--- config.mk ---
export PLATFORM = sky130hd
export DESIGN_NAME = mem_port_arbiter
export DESIGN_NICKNAME = d
export VERILOG_FILES = /design/src/rtl/mem_arb_pkg.sv /design/src/rtl/mem_arb_pick.sv /design/src/rtl/mem_port_arbiter.sv
export SDC_FILE = /design/constraint.sdc
export NUM_CORES = 1
export LEC_CHECK = 0
export BUFFER_PORTS_ARGS = -buffer_cell sky130_fd_sc_hd__buf_2
export CORE_UTILIZATION = 42
export CTS_CLUSTER_DIAMETER = 150
export DETAILED_ROUTE_END_ITERATION = 12
export PLACE_DENSITY = 0.75
export SLEW_MARGIN = 25
export SYNTH_ARGS = -nofsm -noshare
export SYNTH_HDL_FRONTEND = slang
export SYNTH_HIERARCHICAL = 1
export SYNTH_SLANG_ARGS = --single-unit
--- constraint.sdc ---
create_clock -name clk -period 1.28 [get_ports clk]
set_input_delay 0.128 -clock clk [delete_from_list [all_inputs] [get_ports clk]]
set_output_delay 0.128 -clock clk [all_outputs]
set_load 0.02 [all_outputs]
--- src/rtl/mem_arb_pkg.sv ---
// mem_arb_pkg: state and owner encodings shared by the memory port arbiter files.
package mem_arb_pkg;
  typedef enum logic [1:0] {
    ST_IDLE   = 2'b00,
    ST_ACCESS = 2'b01,
    ST_DONE   = 2'b10
  } state_t;
  localparam logic OWN_CPU = 1'b0;
  localparam logic OWN_DMA = 1'b1;
endpackage

--- src/rtl/mem_arb_pick.sv ---
// mem_arb_pick: combinational winner select; round-robin, or CPU-first when CPU_PRIORITY_EN is defined.
module mem_arb_pick
  import mem_arb_pkg::*;
(
  input  logic cpu_req,
  input  logic dma_req,
  input  logic last_owner,
  output logic valid,
  output logic winner
);
  assign valid = cpu_req | dma_req;
`ifdef CPU_PRIORITY_EN
  assign winner = cpu_req ? OWN_CPU : OWN_DMA;
`else
  assign winner = (cpu_req && dma_req) ? ~last_owner : (cpu_req ? OWN_CPU : OWN_DMA);
`endif
endmodule

--- src/rtl/mem_port_arbiter.sv ---
// mem_port_arbiter: serialises CPU and DMA accesses onto one variable-latency memory port.
// Arbitration mode selected by CPU_PRIORITY_EN (see mem_arb_pick).
module mem_port_arbiter
  import mem_arb_pkg::*;
#(
  parameter int ADDR_W = 6,
  parameter int DATA_W = 8
) (
  input  logic              clk,
  input  logic              reset,
  input  logic              cpu_req,
  input  logic              cpu_we,
  input  logic [ADDR_W-1:0] cpu_addr,
  input  logic [DATA_W-1:0] cpu_wdata,
  output logic              cpu_gnt,
  output logic              cpu_done,
  output logic [DATA_W-1:0] cpu_rdata,
  input  logic              dma_req,
  input  logic              dma_we,
  input  logic [ADDR_W-1:0] dma_addr,
  input  logic [DATA_W-1:0] dma_wdata,
  output logic              dma_gnt,
  output logic              dma_done,
  output logic [DATA_W-1:0] dma_rdata,
  output logic              mem_rd,
  output logic              mem_wr,
  output logic [ADDR_W-1:0] mem_addr,
  output logic [DATA_W-1:0] mem_wdata,
  input  logic [DATA_W-1:0] mem_rdata,
  input  logic              mem_ready,
  output logic              busy
);
  state_t state_q, state_d;
  logic owner_q, owner_d, last_owner_q, last_owner_d, we_q, we_d;
  logic [ADDR_W-1:0] addr_q, addr_d;
  logic [DATA_W-1:0] wdata_q, wdata_d, cpu_rdata_q, cpu_rdata_d, dma_rdata_q, dma_rdata_d;
  logic cpu_gnt_q, cpu_gnt_d, dma_gnt_q, dma_gnt_d, cpu_done_q, cpu_done_d, dma_done_q, dma_done_d;
  logic mem_rd_q, mem_rd_d, mem_wr_q, mem_wr_d, busy_q, busy_d;
  logic valid, winner, first;
  mem_arb_pick u_pick (
    .cpu_req   (cpu_req),
    .dma_req   (dma_req),
    .last_owner(last_owner_q),
    .valid     (valid),
    .winner    (winner)
  );
  always_comb begin
    state_d      = state_q;
    owner_d      = owner_q;
    last_owner_d = last_owner_q;
    we_d         = we_q;
    addr_d       = addr_q;
    wdata_d      = wdata_q;
    cpu_rdata_d  = cpu_rdata_q;
    dma_rdata_d  = dma_rdata_q;
    if (state_q == ST_IDLE && valid) begin
      state_d = ST_ACCESS;
      owner_d = winner;
      we_d    = winner == OWN_DMA ? dma_we : cpu_we;
      addr_d  = winner == OWN_DMA ? dma_addr : cpu_addr;
      wdata_d = winner == OWN_DMA ? dma_wdata : cpu_wdata;
    end
    if (state_q == ST_ACCESS && mem_ready) begin
      state_d     = ST_DONE;
      cpu_rdata_d = (!we_q && owner_q == OWN_CPU) ? mem_rdata : cpu_rdata_q;
      dma_rdata_d = (!we_q && owner_q == OWN_DMA) ? mem_rdata : dma_rdata_q;
    end
    if (state_q == ST_DONE) begin
      state_d      = ST_IDLE;
      last_owner_d = owner_q;
    end
    // Outputs are registered from next-state values so they line up with the state they describe.
    first      = state_q == ST_IDLE && state_d == ST_ACCESS;
    cpu_gnt_d  = first && owner_d == OWN_CPU;
    dma_gnt_d  = first && owner_d == OWN_DMA;
    mem_rd_d   = state_d == ST_ACCESS && !we_d;
    mem_wr_d   = state_d == ST_ACCESS && we_d;
    cpu_done_d = state_d == ST_DONE && owner_d == OWN_CPU;
    dma_done_d = state_d == ST_DONE && owner_d == OWN_DMA;
    busy_d     = state_d != ST_IDLE;
  end
  always_ff @(posedge clk or posedge reset) begin
    if (reset) begin
      state_q      <= ST_IDLE;
      owner_q      <= OWN_CPU;
      last_owner_q <= OWN_DMA;
      we_q         <= 1'b0;
      addr_q       <= '0;
      wdata_q      <= '0;
      cpu_rdata_q  <= '0;
      dma_rdata_q  <= '0;
      cpu_gnt_q    <= 1'b0;
      dma_gnt_q    <= 1'b0;
      cpu_done_q   <= 1'b0;
      dma_done_q   <= 1'b0;
      mem_rd_q     <= 1'b0;
      mem_wr_q     <= 1'b0;
      busy_q       <= 1'b0;
    end else begin
      state_q      <= state_d;
      owner_q      <= owner_d;
      last_owner_q <= last_owner_d;
      we_q         <= we_d;
      addr_q       <= addr_d;
      wdata_q      <= wdata_d;
      cpu_rdata_q  <= cpu_rdata_d;
      dma_rdata_q  <= dma_rdata_d;
      cpu_gnt_q    <= cpu_gnt_d;
      dma_gnt_q    <= dma_gnt_d;
      cpu_done_q   <= cpu_done_d;
      dma_done_q   <= dma_done_d;
      mem_rd_q     <= mem_rd_d;
      mem_wr_q     <= mem_wr_d;
      busy_q       <= busy_d;
    end
  end
  assign cpu_gnt   = cpu_gnt_q;
  assign dma_gnt   = dma_gnt_q;
  assign cpu_done  = cpu_done_q;
  assign dma_done  = dma_done_q;
  assign cpu_rdata = cpu_rdata_q;
  assign dma_rdata = dma_rdata_q;
  assign mem_rd    = mem_rd_q;
  assign mem_wr    = mem_wr_q;
  assign mem_addr  = addr_q;
  assign mem_wdata = wdata_q;
  assign busy      = busy_q;
endmodule
==> impl_metrics.json, run 1 <==
{
  "status": "finished with violations",
  "violations": "negative setup slack",
  "syn_area_um2": 1800,
  "ys_warn_count": 6,
  "rows": 23,
  "clockBufferDepth": 2,
  "cp-start-kind": "flip-flop",
  "grt-ovfl-total": 0,
  "drtIter0Drc": 42,
  "dieArea_um2": 4550,
  "seq_power_share": 0.361,
  "path_cells": "and4b_1 > nor2b_4 > buf_12 > mux2_4",
  "area_growth_pct": 49.1,
  "clock_latency_ns": 0.29,
  "start_util": 0.443,
  "r2r-end": "dma_rdata[1]",
  "ys_seq_area_frac": 0.585,
  "min_from": "mem_rdata[7]",
  "h-tree-depth": 2,
  "fp.dieW_um": 67.5,
  "critPathBufInv": 1,
  "first_pass_iters": 4,
  "worstPathRequired_ns": 1.46,
  "path_clk_slew_ns": 0.08,
  "power.density_nw_per_um2": 2430,
  "syn-instance-count": 138,
  "hold_path_end": "cpu_rdata[7]",
  "cts_tree": "done",
  "vias_per_cell": 4.80,
  "critPathCaptureType": "flip-flop",
  "num_io_pins": 80,
  "hold_viol": 0,
  "first_global_vias": 1271,
  "final_nets": 281,
  "intPower_mw": 4.05,
  "ys_seq_elements": 42,
  "hp-class": "primary input to flip-flop",
  "tightest_slew_ns": 0.398,
  "place_ws_ns": -0.113,
  "finClkSkew_ns": 0.00883,
  "dpl.hpwl_um": 2690,
  "fmax_mhz": 724,
  "worstPathMaxFanout": 8,
  "period_share": 1.08,
  "finalPower_mw": 6.51,
  "holdPathStages": 2,
  "cts_sinks": 42,
  "p_sw_mw": 2.46,
  "layout_common_cells": "buf_2, dfrtp_1, mux2_4, mux2i_1, buf_4",
  "finalWirelength_um": 3940,
  "setup_ws_ns": -0.101,
  "num_vias": 1386,
  "syn_nets": 181,
  "netlist-cell-type-count": 27,
  "max_stage_delay_ns": 0.39,
  "period_needed_ns": 1.38,
  "critPathKind": "flip-flop to flip-flop",
  "core-area_um2": 4060,
  "cap_violations": 0,
  "avgSynthCellArea_um2": 13.0,
  "r2r-start": "state_q[1]",
  "worst-r2r-setup-slack_ns": -0.10,
  "grt_first_pass_wirelength_um": 5800,
  "final-setup-viol-count": 28,
  "grt_max_degree": 21,
  "clock-root-buffer": "clkbuf_8",
  "io_buffers": 79,
  "final_common_cell": "buf_2",
  "cts-buffers-inserted": 5,
  "gp_congestion": 0.772,
  "drcViolationCount": 0,
  "worstPathArrival_ns": 1.56,
  "rsz0062_at_grt": "yes",
  "drv_slew": 0,
  "diodes": 0,
  "ir_drop_v": 0.00133,
  "switching_share": 0.377,
  "path_delay_family": "simple AND/OR/NAND/NOR gates",
  "drive_gt1_frac": 0.619,
  "antenna_found_initial": 0,
  "leakagePower_nw": 1.36,
  "wire_per_inst_um": 13.6,
  "grtUsageTotal": 0.179,
  "cp.depth": 4,
  "worst_path_max_delay_cell": "dfrtp_1",
  "die_y_um": 67.5,
  "pwr-share-clk": 0.156,
  "combPwrFrac": 0.483,
  "reg2regPathDepth": 4,
  "ant_nets": 0,
  "slew_headroom": 0.733
}
-- routing by layer --
| metal | track usage | up-vias | routed length [µm] |
|---|---|---|---|
| met1 | 0.229 | 648 | 1720 |
| met4 | 0.0638 | 0 | 38 |
| met5 | 0 | - | 0 |
| li1 | - | 670 | - |
| met2 | 0.281 | 63 | 1890 |
| met3 | 0.0625 | 5 | 290 |
-- through the flow --
step / utilization / std cells / setup TNS [ns] / instance area [µm²] / hold WS [ns]
2_1_floorplan: - / 138 / -2.06 / 1810 / 0.259
3_3_place_gp: 0.579 / 272 / -0.632 / 2350 / 0.0866
3_5_place_dp: 0.579 / 272 / -1.85 / 2350 / 0.0836
4_1_cts: 0.629 / 287 / -1.53 / 2550 / 0.0748
5_1_grt: 0.661 / 289 / -3.97 / 2680 / 0.0677
6_report: 0.661 / 289 / -2.31 / 2680 / 0.0835
-- state kept, by name (all words and copies together) (netlist names) --
| register | count |
|---|---|
| dma_gnt | 1 |
| mem_addr | 6 |
| dma_rdata | 8 |
| last_owner_q | 1 |
| cpu_done | 1 |
| busy | 1 |
| cpu_rdata | 8 |
| we_q | 1 |
| dma_done | 1 |
| state_q | 2 |
| mem_rd | 1 |
| mem_wdata | 8 |
| owner_q | 1 |
| cpu_gnt | 1 |
| mem_wr | 1 |
-- worst register-to-register path, delay by kind of cell (launching register included) --
family	cells	cell delay (ns)
flops	1	0.39
buf+inv	1	0.14
simple gates	2	0.44
mux	1	0.30
-- cell usage after synthesis --
cell type | n | area (µm²)
mux2_2 | 9 | 101
mux2_4 | 8 | 120
and2_1 | 2 | 12.5
nor2b_4 | 1 | 13.8
nor3b_2 | 1 | 12.5
or2_1 | 1 | 6.26
inv_1 | 3 | 11.3
a22oi_1 | 1 | 7.51
nand2b_1 | 1 | 6.26
a21o_1 | 1 | 7.51
mux2i_1 | 15 | 150
nor3_4 | 1 | 16.3
nand2_1 | 1 | 3.75
buf_6 | 2 | 22.5
dfrtp_1 | 41 | 1030
buf_2 | 5 | 25.0
o21ai_1 | 1 | 5.00
and4b_1 | 1 | 10.0
o21ai_0 | 1 | 5.00
a21oi_1 | 16 | 80.1
nand3b_1 | 2 | 15.0
dfstp_2 | 1 | 26.3
buf_4 | 1 | 7.51
nor2_1 | 18 | 67.6
o21a_1 | 1 | 7.51
nor2b_1 | 2 | 12.5
nand3b_4 | 1 | 20.0
-- power by group through the flow --
stage | Sequential [mW] | Combinational (mW) | Clock, mW
CTS | 2.27 | 2.86 | 1.04
floorplan | 2.90 | 1.12 | 0
global placement | 2.28 | 2.60 | 0
global route | 2.42 | 3.38 | 1.11
detailed placement | 2.27 | 2.67 | 0
finish | 2.35 | 3.15 | 1.02
-- cells by family after synthesis --
kind of cell    Yosys count  share of synthesized area
buf+inv                  11                     0.0369
simple gates             32                      0.109
mux                      32                      0.207
flops                    42                      0.585
compound gates           21                     0.0626
-- how the worst max path moves through the flow --
stage / end / from / slack, ns
detailed placement: dma_rdata[1] / state_q[0] / -0.11
floorplan: dma_rdata[0] / state_q[1] / -0.14
finish: dma_rdata[1] / state_q[1] / -0.10
global placement: dma_rdata[7] / owner_q / -0.06
global route: dma_rdata[4] / state_q[1] / -0.16
CTS: dma_rdata[1] / state_q[1] / -0.11
-- what timing repair did --
item / CTS / global route
hold endpoints to repair: 9 / 0
pin swaps: 0 / 2
gates cloned: 2 / 0
buffers inserted: 4 / 2
resized for setup: 13 / 31
hold buffers: 1 / 0
setup endpoints to repair: 30 / 36
-- layout make-up --
type                    instances  area [µm²]
well taps                      50        62.6
clock inverters                 1        30.0
flip-flops and latches         42        1050
fillers                       291        1380
repair buffers                101         632
inverters                       3        11.3
clock buffers                   7        76.3
multi-input cells              85         817
(Power assumes the default switching activity.)
==> inputs of run 2 (changes only) <==
- RECOVER_POWER: default -> 25
- TNS_END_PERCENT: default -> 100
==> impl_metrics.json, run 2 (synthesis results as in run 1) <==
{
  "final_nets": 281,
  "worstPathRequired_ns": 1.46,
  "finClkSkew_ns": 0.00887,
  "h-tree-depth": 2,
  "min_from": "mem_rdata[7]",
  "hp-class": "primary input to flip-flop",
  "period_needed_ns": 1.38,
  "critPathCaptureType": "flip-flop",
  "rows": 23,
  "path_clk_slew_ns": 0.08,
  "vias_per_cell": 4.80,
  "dpl.hpwl_um": 2690,
  "wire_per_inst_um": 13.6,
  "post-route-util": 0.661,
  "setup_ws_ns": -0.102,
  "cap_violations": 0,
  "final-setup-viol-count": 28,
  "status": "finished with violations",
  "layout_common_cells": "buf_2, dfrtp_1, mux2_4, mux2i_1, buf_4",
  "first_global_vias": 1271,
  "gp_congestion": 0.772,
  "num_io_pins": 80,
  "ir_drop_v": 0.00133,
  "num_vias": 1388,
  "power.density_nw_per_um2": 2430,
  "fmax_mhz": 724,
  "area_growth_pct": 49.0,
  "core-area_um2": 4060,
  "final_common_cell": "buf_2",
  "clock-root-buffer": "clkbuf_8",
  "grtUsageTotal": 0.179,
  "dieArea_um2": 4550,
  "rsz0062_at_grt": "yes",
  "cts-buffers-inserted": 5,
  "r2r-start": "state_q[1]",
  "ant_nets": 0,
  "clockBufferDepth": 2,
  "grt-ovfl-total": 0,
  "antenna_found_initial": 0,
  "finalWirelength_um": 3940,
  "clock_latency_ns": 0.29,
  "io_buffers": 79,
  "fp.dieW_um": 67.5,
  "drive_gt1_frac": 0.619,
  "diodes": 0,
  "hold_viol": 0,
  "worstPathArrival_ns": 1.56,
  "slew_headroom": 0.732,
  "grt_first_pass_wirelength_um": 5800,
  "worst-r2r-setup-slack_ns": -0.10,
  "drcViolationCount": 0,
  "cts_tree": "done",
  "worstPathMaxFanout": 8,
  "drv_slew": 0,
  "tightest_slew_ns": 0.400,
  "grt_max_degree": 21,
  "cp-start-kind": "flip-flop",
  "violations": "negative setup slack",
  "start_util": 0.443,
  "period_share": 1.08,
  "finalPower_mw": 6.51,
  "cts_sinks": 42,
  "critPathKind": "flip-flop to flip-flop",
  "leakagePower_nw": 1.36,
  "startpoint": "state_q[1]",
  "drtIter0Drc": 42,
  "die_y_um": 67.5,
  "first_pass_iters": 4
}
## run 2: changes by cell type in the layout (fill, tap and decap cells not counted)
cell,delta
buf_4,-1
clkbuf_2,+1
## run 2: power by group
group          switching (mW)  total (mW)  internal (mW)
sequential              0.415        2.35           1.93
combinational            1.61        3.15           1.53
clock                   0.433        1.02          0.584
total                    2.46        6.51           4.05
## run 2: worst max-delay path, stage by stage, from the launching register on
cell     delay (ns)
dfrtp_1        0.39
and4b_1        0.27
nor2b_4        0.17
buf_12         0.14
mux2_4         0.29
## run 2: metal layers
layer / vias to the layer above / global-route usage / part of all wire
li1: 670 / - / -
met1: 650 / 0.229 / 0.44
met2: 63 / 0.281 / 0.48
met3: 5 / 0.0625 / 0.074
met4: 0 / 0.0638 / 0.0096
met5: - / 0 / 0
## run 2: cell type report
cell class              count  area [µm²]
flip-flops and latches     42        1050
repair buffers            101         629
clock inverters             1        30.0
fillers                   290        1380
multi-input cells          85         817
well taps                  50        62.6
clock buffers               7        76.3
inverters                   3        11.3
## run 2: repair_timing
action	CTS	global route
cloned	2	0
hold buffers	1	0
endpoints found under the hold margin	9	0
pin swaps	0	2
endpoints found under the setup margin	30	36
buffers inserted	4	2
resized for setup	13	31
## run 2: metrics by stage
stage	instances	TNS, ns	area (µm²)	setup slack [ns]	hold slack, ns
detailed placement	272	-1.85	2350	-0.113	0.0836
floorplan	138	-2.06	1810	-0.137	0.259
finish	289	-2.30	2680	-0.102	0.0836
global placement	272	-0.632	2350	-0.0579	0.0866
CTS	287	-1.53	2550	-0.107	0.0748
global route	289	-3.97	2680	-0.160	0.0677
## run 2: worst paths after layout
kind / endpoint / depth (start not counted)
max: dma_rdata[1] / 4
min: cpu_rdata[7] / 2
max reg2reg: dma_rdata[1] / 4
min reg2reg: dma_rdata[2] / 1
max in group asynchronous: mem_wdata[5] / 4
min in group asynchronous: mem_addr[5] / 3
